## src/rtl/p2_dir_sequencer_if.sv

```systemverilog
// Signal bundle between ioexp and the p2 direction sequencer.
// drive_req is a level request held by ioexp. drive_ack is high only while the FPGA owns the wire.
// A request is not consumed by ack; dropping drive_req (or drive_allow) starts the release sequence.
interface p2_dir_sequencer_if;
   logic       drive_req;
   logic       drive_allow;
   logic       drive_ack;
   logic       p2_pin_oe;
   logic       p2_buf_oe;
   logic       p2_buf_dir;
   logic       wd_fault;
   logic [2:0] dbg_state;

   modport master (
      output drive_req, drive_allow,
      input  drive_ack, p2_pin_oe, p2_buf_oe, p2_buf_dir, wd_fault, dbg_state
   );

   modport slave (
      input  drive_req, drive_allow,
      output drive_ack, p2_pin_oe, p2_buf_oe, p2_buf_dir, wd_fault, dbg_state
   );
endinterface

```

## src/rtl/p2_dir_sequencer.sv

```systemverilog
// Break-before-make sequencer for the p2 transceiver and FPGA pad enable, with a drive watchdog.
// Outputs are registered decodes of the next state, so they track state_q with no input-to-output path.
module p2_dir_sequencer #(
   parameter int DEAD_CYCLES   = 2,
   parameter int SETTLE_CYCLES = 1,
   parameter int MAX_DRIVE     = 4096
) (
   input logic                clk,
   input logic                nrst,
   p2_dir_sequencer_if.slave  bus
);
   localparam int WD_W = $clog2(MAX_DRIVE);
   localparam logic [3:0]      DEAD_LAST   = 4'(DEAD_CYCLES - 1);
   localparam logic [3:0]      SETTLE_LAST = 4'(SETTLE_CYCLES - 1);
   localparam logic [WD_W-1:0] WD_LAST     = WD_W'(MAX_DRIVE - 1);

   typedef enum logic [2:0] {
      RST_HOLD = 3'd0,
      READ     = 3'd1,
      R2W_OFF  = 3'd2,
      R2W_SET  = 3'd3,
      DRIVE    = 3'd4,
      W2R_OFF  = 3'd5,
      W2R_SET  = 3'd6
   } state_t;

   state_t          state_q, state_d;
   logic [3:0]      cnt_q, cnt_d;
   logic [WD_W-1:0] wd_cnt_q, wd_cnt_d;
   logic            wd_fault_q, wd_fault_d;
   logic            oe_q, dir_q, pin_q, ack_q;
   logic            oe_d, dir_d, pin_d, ack_d;
   logic            want, dead_done, settle_done;

   assign want        = bus.drive_req & bus.drive_allow & ~wd_fault_q;
   assign dead_done   = (cnt_q == DEAD_LAST);
   assign settle_done = (cnt_q == SETTLE_LAST);

   always_comb begin
      state_d    = state_q;
      wd_cnt_d   = wd_cnt_q;
      wd_fault_d = wd_fault_q;
      case (state_q)
         RST_HOLD: if (dead_done) state_d = READ;
         READ: begin
            if (!bus.drive_req) wd_fault_d = 1'b0;
            if (want) state_d = R2W_OFF;
         end
         R2W_OFF: begin
            // dir never left 0 here, so an aborted request skips the dead phase
            if (!want)          state_d = W2R_SET;
            else if (dead_done) state_d = R2W_SET;
         end
         R2W_SET: begin
            if (!want) state_d = W2R_OFF;
            else if (settle_done) begin
               state_d  = DRIVE;
               wd_cnt_d = '0;
            end
         end
         DRIVE: begin
            if (wd_cnt_q == WD_LAST) begin
               wd_fault_d = 1'b1;
               state_d    = W2R_OFF;
            end else if (!want) begin
               state_d = W2R_OFF;
            end
            if (wd_cnt_q != '1) wd_cnt_d = wd_cnt_q + 1'b1;
         end
         W2R_OFF: if (dead_done)   state_d = W2R_SET;
         W2R_SET: if (settle_done) state_d = READ;
         default: state_d = RST_HOLD;
      endcase

      if (state_d != state_q)  cnt_d = 4'd0;
      else if (cnt_q == 4'hF)  cnt_d = cnt_q;
      else                     cnt_d = cnt_q + 4'd1;
   end

   always_comb begin
      oe_d  = 1'b1;
      dir_d = 1'b0;
      pin_d = 1'b0;
      ack_d = 1'b0;
      case (state_d)
         READ: oe_d = 1'b0;
         R2W_SET, W2R_OFF: begin
            dir_d = 1'b1;
            pin_d = 1'b1;
         end
         DRIVE: begin
            oe_d  = 1'b0;
            dir_d = 1'b1;
            pin_d = 1'b1;
            ack_d = 1'b1;
         end
         default: ;
      endcase
   end

   always_ff @(posedge clk or negedge nrst) begin
      if (!nrst) begin
         state_q    <= RST_HOLD;
         cnt_q      <= 4'd0;
         wd_cnt_q   <= '0;
         wd_fault_q <= 1'b0;
         oe_q       <= 1'b1;
         dir_q      <= 1'b0;
         pin_q      <= 1'b0;
         ack_q      <= 1'b0;
      end else begin
         state_q    <= state_d;
         cnt_q      <= cnt_d;
         wd_cnt_q   <= wd_cnt_d;
         wd_fault_q <= wd_fault_d;
         oe_q       <= oe_d;
         dir_q      <= dir_d;
         pin_q      <= pin_d;
         ack_q      <= ack_d;
      end
   end

   assign bus.p2_buf_oe  = oe_q;
   assign bus.p2_buf_dir = dir_q;
   assign bus.p2_pin_oe  = pin_q;
   assign bus.drive_ack  = ack_q;
   assign bus.wd_fault   = wd_fault_q;
   assign bus.dbg_state  = state_q;
endmodule

```

## src/flat_wrapper.sv

```systemverilog
// flat-port wrapper written by rule: the top's interface ports become plain ports
module p2_dir_sequencer_flat 
#(
   parameter int DEAD_CYCLES   = 2,
   parameter int SETTLE_CYCLES = 1,
   parameter int MAX_DRIVE     = 4096
)
  (clk, nrst, bus_drive_req, bus_drive_allow, bus_drive_ack, bus_p2_pin_oe, bus_p2_buf_oe, bus_p2_buf_dir, bus_wd_fault, bus_dbg_state);
  p2_dir_sequencer_if bus_i ();
  input logic clk;
  input logic nrst;
  input wire logic [$bits(bus_i.drive_req)-1:0] bus_drive_req;
  input wire logic [$bits(bus_i.drive_allow)-1:0] bus_drive_allow;
  output wire logic [$bits(bus_i.drive_ack)-1:0] bus_drive_ack;
  output wire logic [$bits(bus_i.p2_pin_oe)-1:0] bus_p2_pin_oe;
  output wire logic [$bits(bus_i.p2_buf_oe)-1:0] bus_p2_buf_oe;
  output wire logic [$bits(bus_i.p2_buf_dir)-1:0] bus_p2_buf_dir;
  output wire logic [$bits(bus_i.wd_fault)-1:0] bus_wd_fault;
  output wire logic [$bits(bus_i.dbg_state)-1:0] bus_dbg_state;
  assign bus_i.drive_req = bus_drive_req;
  assign bus_i.drive_allow = bus_drive_allow;
  assign bus_drive_ack = bus_i.drive_ack;
  assign bus_p2_pin_oe = bus_i.p2_pin_oe;
  assign bus_p2_buf_oe = bus_i.p2_buf_oe;
  assign bus_p2_buf_dir = bus_i.p2_buf_dir;
  assign bus_wd_fault = bus_i.wd_fault;
  assign bus_dbg_state = bus_i.dbg_state;
  p2_dir_sequencer #(.DEAD_CYCLES(DEAD_CYCLES), .SETTLE_CYCLES(SETTLE_CYCLES), .MAX_DRIVE(MAX_DRIVE)) u_core (.clk(clk), .nrst(nrst), .bus(bus_i));
endmodule
```

## config.mk

```make
export PLATFORM = sky130hd
export DESIGN_NAME = p2_dir_sequencer_flat
export DESIGN_NICKNAME = d
export VERILOG_FILES = /design/src/rtl/p2_dir_sequencer_if.sv /design/src/rtl/p2_dir_sequencer.sv /design/src/flat_wrapper.sv
export SDC_FILE = /design/constraint.sdc
export NUM_CORES = 1
export LEC_CHECK = 0
export ABC_AREA = 1
export CAP_MARGIN = 20
export CORE_MARGIN = 1
export CORE_UTILIZATION = 40
export DETAILED_ROUTE_END_ITERATION = 6
export MAX_ROUTING_LAYER = met4
export PLACE_DENSITY = 0.59
export SLEW_MARGIN = 0
export SYNTH_ARGS = -nofsm -noshare
export SYNTH_HDL_FRONTEND = slang
export SYNTH_SLANG_ARGS = --single-unit
```

## constraint.sdc

```tcl
create_clock -name clk -period 2.6 [get_ports clk]
set_input_delay 0.39 -clock clk [delete_from_list [all_inputs] [get_ports clk]]
set_output_delay 0.39 -clock clk [all_outputs]
set_load 0.05 [all_outputs]
```

=== Word-level counts from Yosys, hierarchy flattened ===
Cells that the tools add are included.

* Add/subtract/negate cells: 2
* Equal/unequal tests: 21
* Mux-type cells: 23
* Bitwise gates (word level): 3
* Reductions and logical operators: 8

{| class="wikitable"
|+ Operators by type and width
! cell !! count
|-
| two-way mux 12 bit || 3
|-
| two-way mux 3 bit || 10
|-
| case mux 12 bit (2 select lines) || 1
|-
| case mux 3 bit (7 select lines) || 1
|-
| == test 3 bit, second input constant || 5
|-
| adder 12 x 1 -> 12 bit, second input constant || 1
|-
| == test 12 bit, second input constant || 1
|-
| inequality test 12 bit, second input constant || 1
|-
| inequality test 2 x 1 -> 1 bit, second input constant || 5
|-
| == test 3 x 2 -> 1 bit, second input constant || 3
|-
| two-way mux 4 bit || 2
|-
| == test 3 x 1 -> 1 bit, second input constant || 2
|-
| two-way mux 1 bit || 5
|-
| adder 4 x 1 -> 4 bit, second input constant || 1
|-
| == test 4 x 1 -> 1 bit, second input constant || 1
|-
| == test 4 bit, second input constant || 1
|-
| zero test 4 bit || 1
|-
| AND reduction 4 bit || 1
|-
| nonzero test 2 bit || 2
|-
| zero test 3 bit || 1
|-
| inequality test 3 bit || 1
|-
| AND reduction 3 bit || 1
|-
| OR reduction 3 bit || 1
|-
| bitwise AND 1 bit || 2
|-
| other kinds (4) || 4
|}

* Bits in registers: 23
* Word-level logic and storage cells: 64

=== Depth between registers and ports, before layout ===
Gate-level depths: netlist of run 1.

* Word-level depth: 8
* Mapped depth: 11

=== Worst setup path after synthesis of run 1 ===
No wires, ideal clock.

* Path type: register to register
* Start: register u_core.state_q[1] (netlist: u_core.bus.dbg_state[1])
* End: register u_core.cnt_q[0]
* Setup time: 118 ps
* Arrival time: 1567 ps
* Data required time: 2482 ps
* Slack: 915 ps
* Stages on the path, launching flop included: 10
* Period minus slack after synthesis: 1685 ps
* Path through: dfrtp_1 nand2_1 nor2_1 nand2_1 nand2_2 nor2_4 nand3_4 nand2_2 nand4_1 nand2_1

* Elaborated cells on any way between the ends: 21
* Classes of those cells: eq/ne: 8; mux: 12; reduce/logical: 1

{| class="wikitable"
|+ RTL lines
! item !! line !! RTL
|-
| from (decl) || p2_dir_sequencer.sv:27 || <nowiki>state_t state_q, state_d;</nowiki>
|-
| from (signal assigned) || p2_dir_sequencer.sv:112 || <nowiki>state_q <= state_d;</nowiki>
|-
| == test 3 bit, or another cell as far along || p2_dir_sequencer.sv:43 || <nowiki>case (state_q)</nowiki>
|-
| case mux 3 bit (7 select lines) * || p2_dir_sequencer.sv:43 ||
|-
| via u_core.state_d[0] || p2_dir_sequencer.sv:27 ||
|-
| inequality test 3 bit * || p2_dir_sequencer.sv:75 || <nowiki>if (state_d != state_q) cnt_d = 4'd0;</nowiki>
|-
| inequality test 2 x 1 -> 1 bit (no source line) / two-way mux 4 bit (equally long branches) || n/a ||
|-
| to (signal assigned) || p2_dir_sequencer.sv:113 || <nowiki>cnt_q <= cnt_d;</nowiki>
|-
| to (decl) || p2_dir_sequencer.sv:28 || <nowiki>logic [3:0] cnt_q, cnt_d;</nowiki>
|}

Mark *: on every way through the listed nets, which the timed path passes. The rest lies on a longest branch.
A chain may end at the register's enable or synchronous reset.

=== Worst setup path after layout of run 1 ===
* Start: register u_core.state_q[1] (netlist: u_core.bus.dbg_state[1])
* End: output port bus_dbg_state[1]

{| class="wikitable"
|+ RTL lines
! item !! line !! RTL
|-
| to (decl) || flat_wrapper.sv:19 || <nowiki>output wire logic [$bits(bus_i.dbg_state)-1:0] bus_dbg_state;</nowiki>
|}

No word-level cell between the ends.

==> run_results.csv, run 1 <==
group,metric,value,unit
power_and_ir_drop,power_density,1110,nW/um^2
synthesis,synth_nets,197,
clocking,cts_max_level,1,
final_layout,final_core_util,0.479,
floorplanning,die-height,62.3,um
power_and_ir_drop,p_sw,0.950,mW
power_and_ir_drop,ir_worst_vdd,0.410,mV
timing,relSlewSlack,0.629,
route,dr.pass1.iters,4,
floorplanning,fp.dieW,62.3,um
global_routing,grt_usage,0.175,
final_layout,fillerInstances,334,
timing,max_freq,472,MHz
final_layout,final_cell_mix,"nand2_1, dfrtp_1, nor2_1",
timing,final-max-slew-violation-count,0,
global_routing,grt_pass1_wl,5220,um
global_routing,grt_max_degree,24,
run_status,status,"finished, final reports clean",
synthesis,synth_seq_area_share,0.397,
synthesis,synthAdderAreaFrac,0.0345,
route,avgViaCountPerCell,4.98,
timing,finalCritPeriodShare,0.814,
floorplanning,rows,21,
final_layout,seq_area,577,sq um
clocking,numClockSinks,23,
clocking,clk_latency,0.32,ns
floorplanning,dieArea,3880,sq um
power_and_ir_drop,p_int,0.873,mW
synthesis,syn-cell-area,1450,sq um
worst_setup_path,cp_slowest_stage_delay,0.86,ns
placement,io_buffers,11,
timing,finalClockSkew,0.00263,ns
worst_setup_path,cp-start-kind,"flip-flop",
final_layout,syn_to_final_growth,12.6,%
hold_path,hold_class,"in -> async",
global_routing,antenna_found_initial,0,
worst_setup_path,crit_slowest_cell,"clkdlybuf4s50_1",
timing,tns,0,ns
power_and_ir_drop,combPwrFrac,0.577,
global_routing,gr-total-overflow,0,
synthesis,synthCells,189,
job,maxCapViolCount,0,
route,drc,0,
clocking,hold_buffers,0,
power_and_ir_drop,clockPowerShare,0.096,
synthesis,synth-xor-area-share,0.0603,
synthesis,ys_ff_latch,23,
clocking,ctsResizeCount,0,
synthesis,synth_edf_count,0,
final_layout,layout.nets,212,
power_and_ir_drop,power,1.82,mW
timing,layout_setup_ws,0.483,ns
placement,place_ws,0.524,ns
final_layout,diodes,0,
synthesis,synth_compound_area_frac,0.0835,
worst_setup_path,crit_arrival,1.73,ns
synthesis,synth_top_area_frac,0.379,
clocking,postCtsSetupBuffers,0,
route,wl_per_cell,11.7,um
power_and_ir_drop,switching_share,0.521,
clocking,cts_buffer_depth,2,
placement,place.detailed.hpwl,2250,um
timing,setup_viol_count_final,0,
worst_setup_path,cp.required,2.21,ns
placement,place_congestion,0.924,
timing,tightestPinTransition,0.556,ns
timing,rsz0062_at_grt,"no",
synthesis,synth_top_family_by_area,"simple AND/OR/NAND/NOR gates",
floorplanning,coreArea,3420,sq um
worst_setup_path,cp-end-kind,"output port",
route,first_iter_violations,48,
clocking,cts_root_buf,"clkbuf_4",
synthesis,yosys.area_share.simple,0.357,
synthesis,yosysUniqueCellTypes,27,
global_routing,grt_pass1_vias,1213,
timing,post-route-min-period,2.12,ns
route,drtAntennaViolNets,0,
route,vias,1240,
worst_setup_path,cp_top_family,"buffers and inverters",
power_and_ir_drop,leakage,0.742,nW
synthesis,synth_top_area_cell,"dfrtp_1",
worst_setup_path,cp_cell_sequence,"clkdlybuf4s50_1",
clocking,cts_tree,"built",
worst_setup_path,critPathKind,"reg -> out",
route,drt-total-wl,2910,um
clocking,clkTransAtPathRegs,0.13,ns
power_and_ir_drop,power_frac_seq,0.326,
timing,hold_viol_final,0,
synthesis,async_flop_share,1.00,
floorplanning,io_pins,12,
clocking,cts_buffers,3,
synthesis,synthTopCellsByArea,"dfrtp_1, nand2_1, xor2_1",
final_layout,multi_input_area,778,sq um
floorplanning,start_util,0.425,
synthesis,syn_avg_cell_area,7.69,sq um
worst_setup_path,path_buf_inv,1,
final_layout,final_common_cell,"nand2_1",
worst_setup_path,critPathMaxFanout,8,
synthesis,synthMuxAreaShare,0,
synthesis,ys_warn_count,0,
synthesis,yosys_most_used_dff,"dfrtp_1",
final_layout,drive_above_1_share,0.133,
path summary, 6_finish.rpt:
check / from / endpoint / slack, ns / cells after the start
max: u_core.bus.dbg_state[1] / bus_dbg_state[1] / 0.48 / 1
min: nrst / u_core.wd_cnt_q[3] / 0.39 / 2
max reg2reg: u_core.wd_cnt_q[0] / u_core.wd_cnt_q[0] / 0.57 / 9
min reg2reg: u_core.wd_cnt_q[1] / u_core.wd_cnt_q[1] / 0.55 / 2
max in group asynchronous: nrst / u_core.bus.p2_buf_oe / 1.93 / 2
min in group clk: u_core.wd_cnt_q[1] / u_core.wd_cnt_q[1] / 0.55 / 2
state kept, by name, indices dropped and copies added, names as in the netlist:
name                   flops
u_core.bus.wd_fault        1
u_core.wd_cnt_q           12
u_core.bus.dbg_state       3
u_core.bus.p2_buf_dir      1
u_core.bus.p2_buf_oe       1
u_core.bus.drive_ack       1
u_core.cnt_q               4
synth_stat cells, types with 5 or more instances:
cell,number
nand2_1,53
dfrtp_1,22
nor2_1,19
inv_1,15
nand3_1,13
xor2_1,9
o21ai_1,7
inv_2,6
nand4_1,6
nand2_2,5
through the flow:
step	hold WS [ns]	instance area, sq um	instances
2_1_floorplan	0.0944	1450	189
5_1_grt	0.404	1640	249
3_5_place_dp	0.519	1610	245
3_3_place_gp	0.518	1610	245
6_report	0.393	1640	249
4_1_cts	0.401	1640	249
power by group through the flow:
stage,Combinational (mW),Sequential [mW],Clock (mW)
floorplan,0.685,0.724,0
global placement,1.03,0.597,0
detailed placement,1.05,0.602,0
CTS,1.05,0.593,0.179
global route,1.16,0.613,0.200
finish,1.05,0.595,0.176
per-layer routing:
metal / vias up / wire length, um / track usage / part of all wire
met5: - / 0 / - / 0
met3: 7 / 63 / 0.0257 / 0.022
met1: 578 / 1480 / 0.225 / 0.51
met4: 0 / 72 / 0.0814 / 0.025
li1: 640 / - / - / -
met2: 15 / 1290 / 0.272 / 0.44
final cells by class:
type | count | area share
Sequential cell | 23 | 0.353
Tap cell | 46 | 0.0352
Timing Repair Buffer | 12 | 0.0719
Multi-Input combinational cell | 143 | 0.476
Inverter | 21 | 0.0482
Clock buffer | 4 | 0.0161
worst reg2reg max path, stage by stage, from the launching register on:
cell and delay, ns:
dfrtp_1 0.44, ha_1 0.27, nand3_1 0.14, nor3_2 0.08, nand2_1 0.09, nand2_1 0.11, a21oi_2 0.49, inv_2 0.14
nor2_1 0.11, a21oi_1 0.05
kinds of logic (layout without fill, tap and decap cells):
logic type,after synthesis,after routing
flip-flops,23,23
AND/OR/NAND/NOR,108,108
AO/OA/AOI/OAI,21,21
adder cells (fa/ha/maj),4,4
buffers and inverters,23,37
XOR/XNOR,10,10
No activity file was read; power rests on OpenSTA's default activity.
==> run 2: changes to the inputs <==
==> constraint.sdc (replaced) <==
create_clock -name clk -period 2.06 [get_ports clk]
set_input_delay 0.309 -clock clk [delete_from_list [all_inputs] [get_ports clk]]
set_output_delay 0.309 -clock clk [all_outputs]
set_load 0.05 [all_outputs]
==> run_results.csv, run 2 (same netlist as run 1, synthesis figures left out) <==
group,metric,value,unit
floorplanning,rows,21,
timing,finalCritPeriodShare,0.938,
timing,final-max-slew-violation-count,0,
timing,relSlewSlack,0.668,
route,vias,1232,
timing,max_freq,518,MHz
floorplanning,coreArea,3420,sq um
global_routing,grt_max_degree,15,
worst_setup_path,critPathKind,"reg -> out",
timing,layout_setup_ws,0.128,ns
timing,setup_viol_count_final,0,
global_routing,gr-total-overflow,0,
route,avgViaCountPerCell,4.93,
worst_setup_path,cp.required,1.75,ns
final_layout,final_common_cell,"nand2_1",
worst_setup_path,crit_slowest_cell,"clkdlybuf4s50_1",
worst_setup_path,cp_top_family,"buffers and inverters",
route,first_iter_violations,68,
final_layout,syn_to_final_growth,13.4,%
floorplanning,dieArea,3880,sq um
worst_setup_path,critPathMaxFanout,1,
worst_setup_path,cp-start-kind,"flip-flop",
clocking,cts_buffer_depth,2,
clocking,postCtsSetupBuffers,0,
final_layout,drive_above_1_share,0.137,
power_and_ir_drop,ir_worst_vdd,0.530,mV
global_routing,grt_usage,0.185,
route,wl_per_cell,11.7,um
route,drc,0,
clocking,cts_tree,"built",
timing,tns,0,ns
floorplanning,fp.dieW,62.3,um
final_layout,final_core_util,0.482,
clocking,clkTransAtPathRegs,0.11,ns
timing,tightestPinTransition,0.497,ns
timing,rsz0062_at_grt,"no",
placement,place_congestion,0.863,
clocking,cts_buffers,3,
global_routing,grt_pass1_wl,5620,um
power_and_ir_drop,power_density,1390,nW/um^2
placement,place.detailed.hpwl,2330,um
floorplanning,io_pins,12,
final_layout,diodes,0,
timing,finalClockSkew,0.00648,ns
run_status,status,"finished, final reports clean",
final_layout,largest_reg_flops,12,
clocking,cts_root_buf,"clkbuf_4",
worst_setup_path,cp_cell_sequence,"clkdlybuf4s50_1",
clocking,numClockSinks,23,
worst_setup_path,cp_slowest_stage_delay,0.79,ns
timing,post-route-min-period,1.93,ns
hold_path,hold_class,"in -> async",
worst_setup_path,path_buf_inv,1,
floorplanning,start_util,0.425,
worst_setup_path,cp-end-kind,"output port",
placement,placed_cells,246,
global_routing,grt_pass1_vias,1236,
final_layout,top_register,"u_core.wd_cnt_q",
clocking,cts_max_level,1,
worst_setup_path,crit_arrival,1.62,ns
global_routing,antenna_found_initial,0,
floorplanning,die-height,62.3,um
final_layout,stdcell_count,250,
timing,hold_viol_final,0,
power_and_ir_drop,leakage,0.774,nW
timing,hold_ws,0.297,ns
route,drt-total-wl,2920,um
placement,io_buffers,11,
final_layout,layout.nets,213,
job,maxCapViolCount,0,
route,dr.pass1.iters,4,
final_layout,final_cell_mix,"nand2_1, dfrtp_1, nor2_1",
clocking,clk_latency,0.31,ns
placement,place_ws,0.241,ns
route,drtAntennaViolNets,0,
==> run 2: report_power, final <==
group / internal (mW) / leakage [nW] / switching, mW / total [mW]
combinational: 0.439 / 0.458 / 0.892 / 1.33
clock: 0.0755 / 0.0150 / 0.127 / 0.203
sequential: 0.601 / 0.302 / 0.155 / 0.756
total: 1.12 / 0.774 / 1.17 / 2.29
==> run 2: routing by layer <==
metal  vias up  global-route usage  share of wire
li1        641                   -              -
met1       564               0.248           0.49
met2        25               0.286           0.45
met3         2              0.0441          0.049
met4         0              0.0349         0.0062
met5         -                   -              0
==> run 2: cell type report <==
type,instances,area [sq um]
fillers,342,1770
multi-input cells,143,778
flip-flops and latches,23,577
repair buffers,13,130
inverters,21,78.8
well taps,46,57.6
clock buffers,4,26.3
==> run 2: through the flow <==
| stage | instance area (sq um) | power [mW] |
|---|---|---|
| after floorplan | 1450 | 1.78 |
| after global placement | 1620 | 2.08 |
| after detailed placement | 1620 | 2.10 |
| after global routing | 1650 | 2.53 |
| final | 1650 | 2.29 |
| after CTS | 1640 | 2.31 |
==> run 2: worst paths after layout <==
check                                     start                  end  slack (ns)  cells past startpoint
setup / recovery           u_core.bus.p2_buf_oe        bus_p2_buf_oe        0.13                      1
hold / removal                             nrst   u_core.wd_cnt_q[4]        0.30                      1
setup reg to reg             u_core.wd_cnt_q[0]   u_core.wd_cnt_q[2]        0.28                      8
hold reg to reg              u_core.wd_cnt_q[1]   u_core.wd_cnt_q[1]        0.54                      2
max in group asynchronous                  nrst  u_core.wd_cnt_q[10]        1.23                      2
min in group clk             u_core.wd_cnt_q[1]   u_core.wd_cnt_q[1]        0.54                      2
==> run 2: repair_timing <==
action / 4_1_cts / 5_1_grt
endpoints found under the setup margin: 0 / 2
hold buffers: 0 / 0
resized for setup: 0 / 2
endpoints found under the hold margin: 0 / 0
==> run 3: changes to the inputs <==
--- a/config.mk
+++ b/config.mk
@@ -11,7 +11,7 @@
 export CORE_UTILIZATION = 40
 export DETAILED_ROUTE_END_ITERATION = 6
 export MAX_ROUTING_LAYER = met4
-export PLACE_DENSITY = 0.59
+export PLACE_DENSITY = 0.65
 export SLEW_MARGIN = 0
 export SYNTH_ARGS = -nofsm -noshare
 export SYNTH_HDL_FRONTEND = slang
==> run_results.csv, run 3 (same netlist as run 1, synthesis figures left out) <==
group,metric,value,unit
worst_setup_path,crit_slowest_cell,"clkdlybuf4s50_1",
timing,finalClockSkew,0.0120,ns
route,drt-total-wl,2680,um
final_layout,syn_to_final_growth,14.0,%
worst_setup_path,path_buf_inv,1,
power_and_ir_drop,ir_worst_vdd,0.459,mV
timing,hold_viol_final,0,
timing,tightestPinTransition,0.499,ns
worst_setup_path,cp-start-kind,"flip-flop",
placement,place.detailed.hpwl,2120,um
floorplanning,dieArea,3880,sq um
timing,rsz0062_at_grt,"no",
global_routing,grt_usage,0.157,
worst_setup_path,cp-end-kind,"output port",
clocking,cts_buffer_depth,2,
final_layout,final_cell_mix,"nand2_1, dfrtp_1, nor2_1",
final_layout,largest_reg_flops,12,
run_status,status,"finished, final reports clean",
clocking,clk_latency,0.31,ns
worst_setup_path,critPathMaxFanout,1,
final_layout,layout.nets,214,
job,maxCapViolCount,0,
route,first_iter_violations,46,
route,dr.pass1.iters,4,
clocking,cts_max_level,1,
worst_setup_path,cp_slowest_stage_delay,0.78,ns
worst_setup_path,cp_cell_sequence,"clkdlybuf4s50_1",
clocking,cts_buffers,3,
floorplanning,coreArea,3420,sq um
worst_setup_path,crit_arrival,1.63,ns
power_and_ir_drop,leakage,0.780,nW
placement,io_buffers,11,
route,wl_per_cell,10.7,um
clocking,numClockSinks,23,
floorplanning,rows,21,
floorplanning,io_pins,12,
power_and_ir_drop,power_density,1380,nW/um^2
final_layout,drive_above_1_share,0.141,
timing,relSlewSlack,0.667,
hold_path,hold_class,"in -> async",
global_routing,gr-total-overflow,0,
floorplanning,fp.dieW,62.3,um
timing,final-max-slew-violation-count,0,
route,drtAntennaViolNets,0,
timing,max_freq,517,MHz
clocking,cts_tree,"built",
global_routing,grt_max_degree,24,
timing,setup_viol_count_final,0,
global_routing,grt_pass1_vias,1076,
worst_setup_path,cp.required,1.75,ns
worst_setup_path,critPathKind,"reg -> out",
timing,tns,0,ns
clocking,postCtsSetupBuffers,0,
final_layout,diodes,0,
final_layout,top_register,"u_core.wd_cnt_q",
route,avgViaCountPerCell,4.84,
timing,post-route-min-period,1.93,ns
placement,place_congestion,0.847,
worst_setup_path,cp_top_family,"buffers and inverters",
floorplanning,die-height,62.3,um
route,drc,0,
clocking,clkTransAtPathRegs,0.12,ns
final_layout,final_common_cell,"nand2_1",
global_routing,grt_pass1_wl,4750,um
clocking,hold_buffers,0,
timing,finalCritPeriodShare,0.939,
route,vias,1216,
clocking,cts_root_buf,"clkbuf_4",
placement,placed_cells,247,
final_layout,stdcell_count,251,
floorplanning,start_util,0.425,
global_routing,antenna_found_initial,0,
[run 3: cell count changes in the layout (fill, tap and decap cells not counted), sizes merged]
cell,delta
buf,+1
[run 3: report_power, final]
group          total [mW]  switching, mW  internal [mW]
sequential          0.749          0.148          0.600
clock               0.201          0.125         0.0756
combinational        1.34          0.887          0.452
total                2.29           1.16           1.13
[run 3: routing by layer]
layer / GRT usage / routed length, um / vias to the layer above
met4: 0.0262 / 11 / 0
met5: - / 0 / -
met3: 0.0441 / 107 / 2
met2: 0.231 / 1140 / 25
li1: - / - / 642
met1: 0.218 / 1420 / 547
[run 3: path summary, 6_finish.rpt]
| path | start | end | slack, ns | cells past startpoint |
|---|---|---|---|---|
| worst min-delay path | nrst | u_core.wd_cnt_q[1] | 0.33 | 2 |
| min in group clk | u_core.wd_cnt_q[1] | u_core.wd_cnt_q[1] | 0.53 | 2 |
| worst max-delay path | u_core.bus.p2_buf_oe | bus_p2_buf_oe | 0.13 | 1 |
| max in group asynchronous | nrst | u_core.bus.p2_buf_oe | 1.46 | 2 |
| worst max register to register | u_core.wd_cnt_q[0] | u_core.wd_cnt_q[3] | 0.27 | 9 |
| worst min register to register | u_core.wd_cnt_q[1] | u_core.wd_cnt_q[1] | 0.53 | 2 |
[run 3: final cells by class]
| class | count | area, sq um |
|---|---|---|
| inverters | 21 | 78.8 |
| clock buffers | 4 | 26.3 |
| fillers | 353 | 1760 |
| well taps | 46 | 57.6 |
| repair buffers | 14 | 138 |
| multi-input cells | 143 | 778 |
| flip-flops and latches | 23 | 577 |
[run 3: through the flow]
stage / setup slack [ns] / instance area [sq um] / power, mW / hold slack (ns) / utilization
after floorplan: 0.375 / 1450 / 1.78 / 0.0134 / -
after global placement: 0.233 / 1620 / 2.10 / 0.492 / 0.475
after detailed placement: 0.258 / 1620 / 2.10 / 0.498 / 0.475
after CTS: 0.0243 / 1650 / 2.31 / 0.337 / 0.483
after global routing: 0.0815 / 1660 / 2.50 / 0.352 / 0.485
final: 0.125 / 1660 / 2.29 / 0.330 / 0.485
[run 3: timing repair]
item	in CTS	in global routing
endpoints found under the hold margin	0	0
resized for setup	0	2
endpoints found under the setup margin	0	2
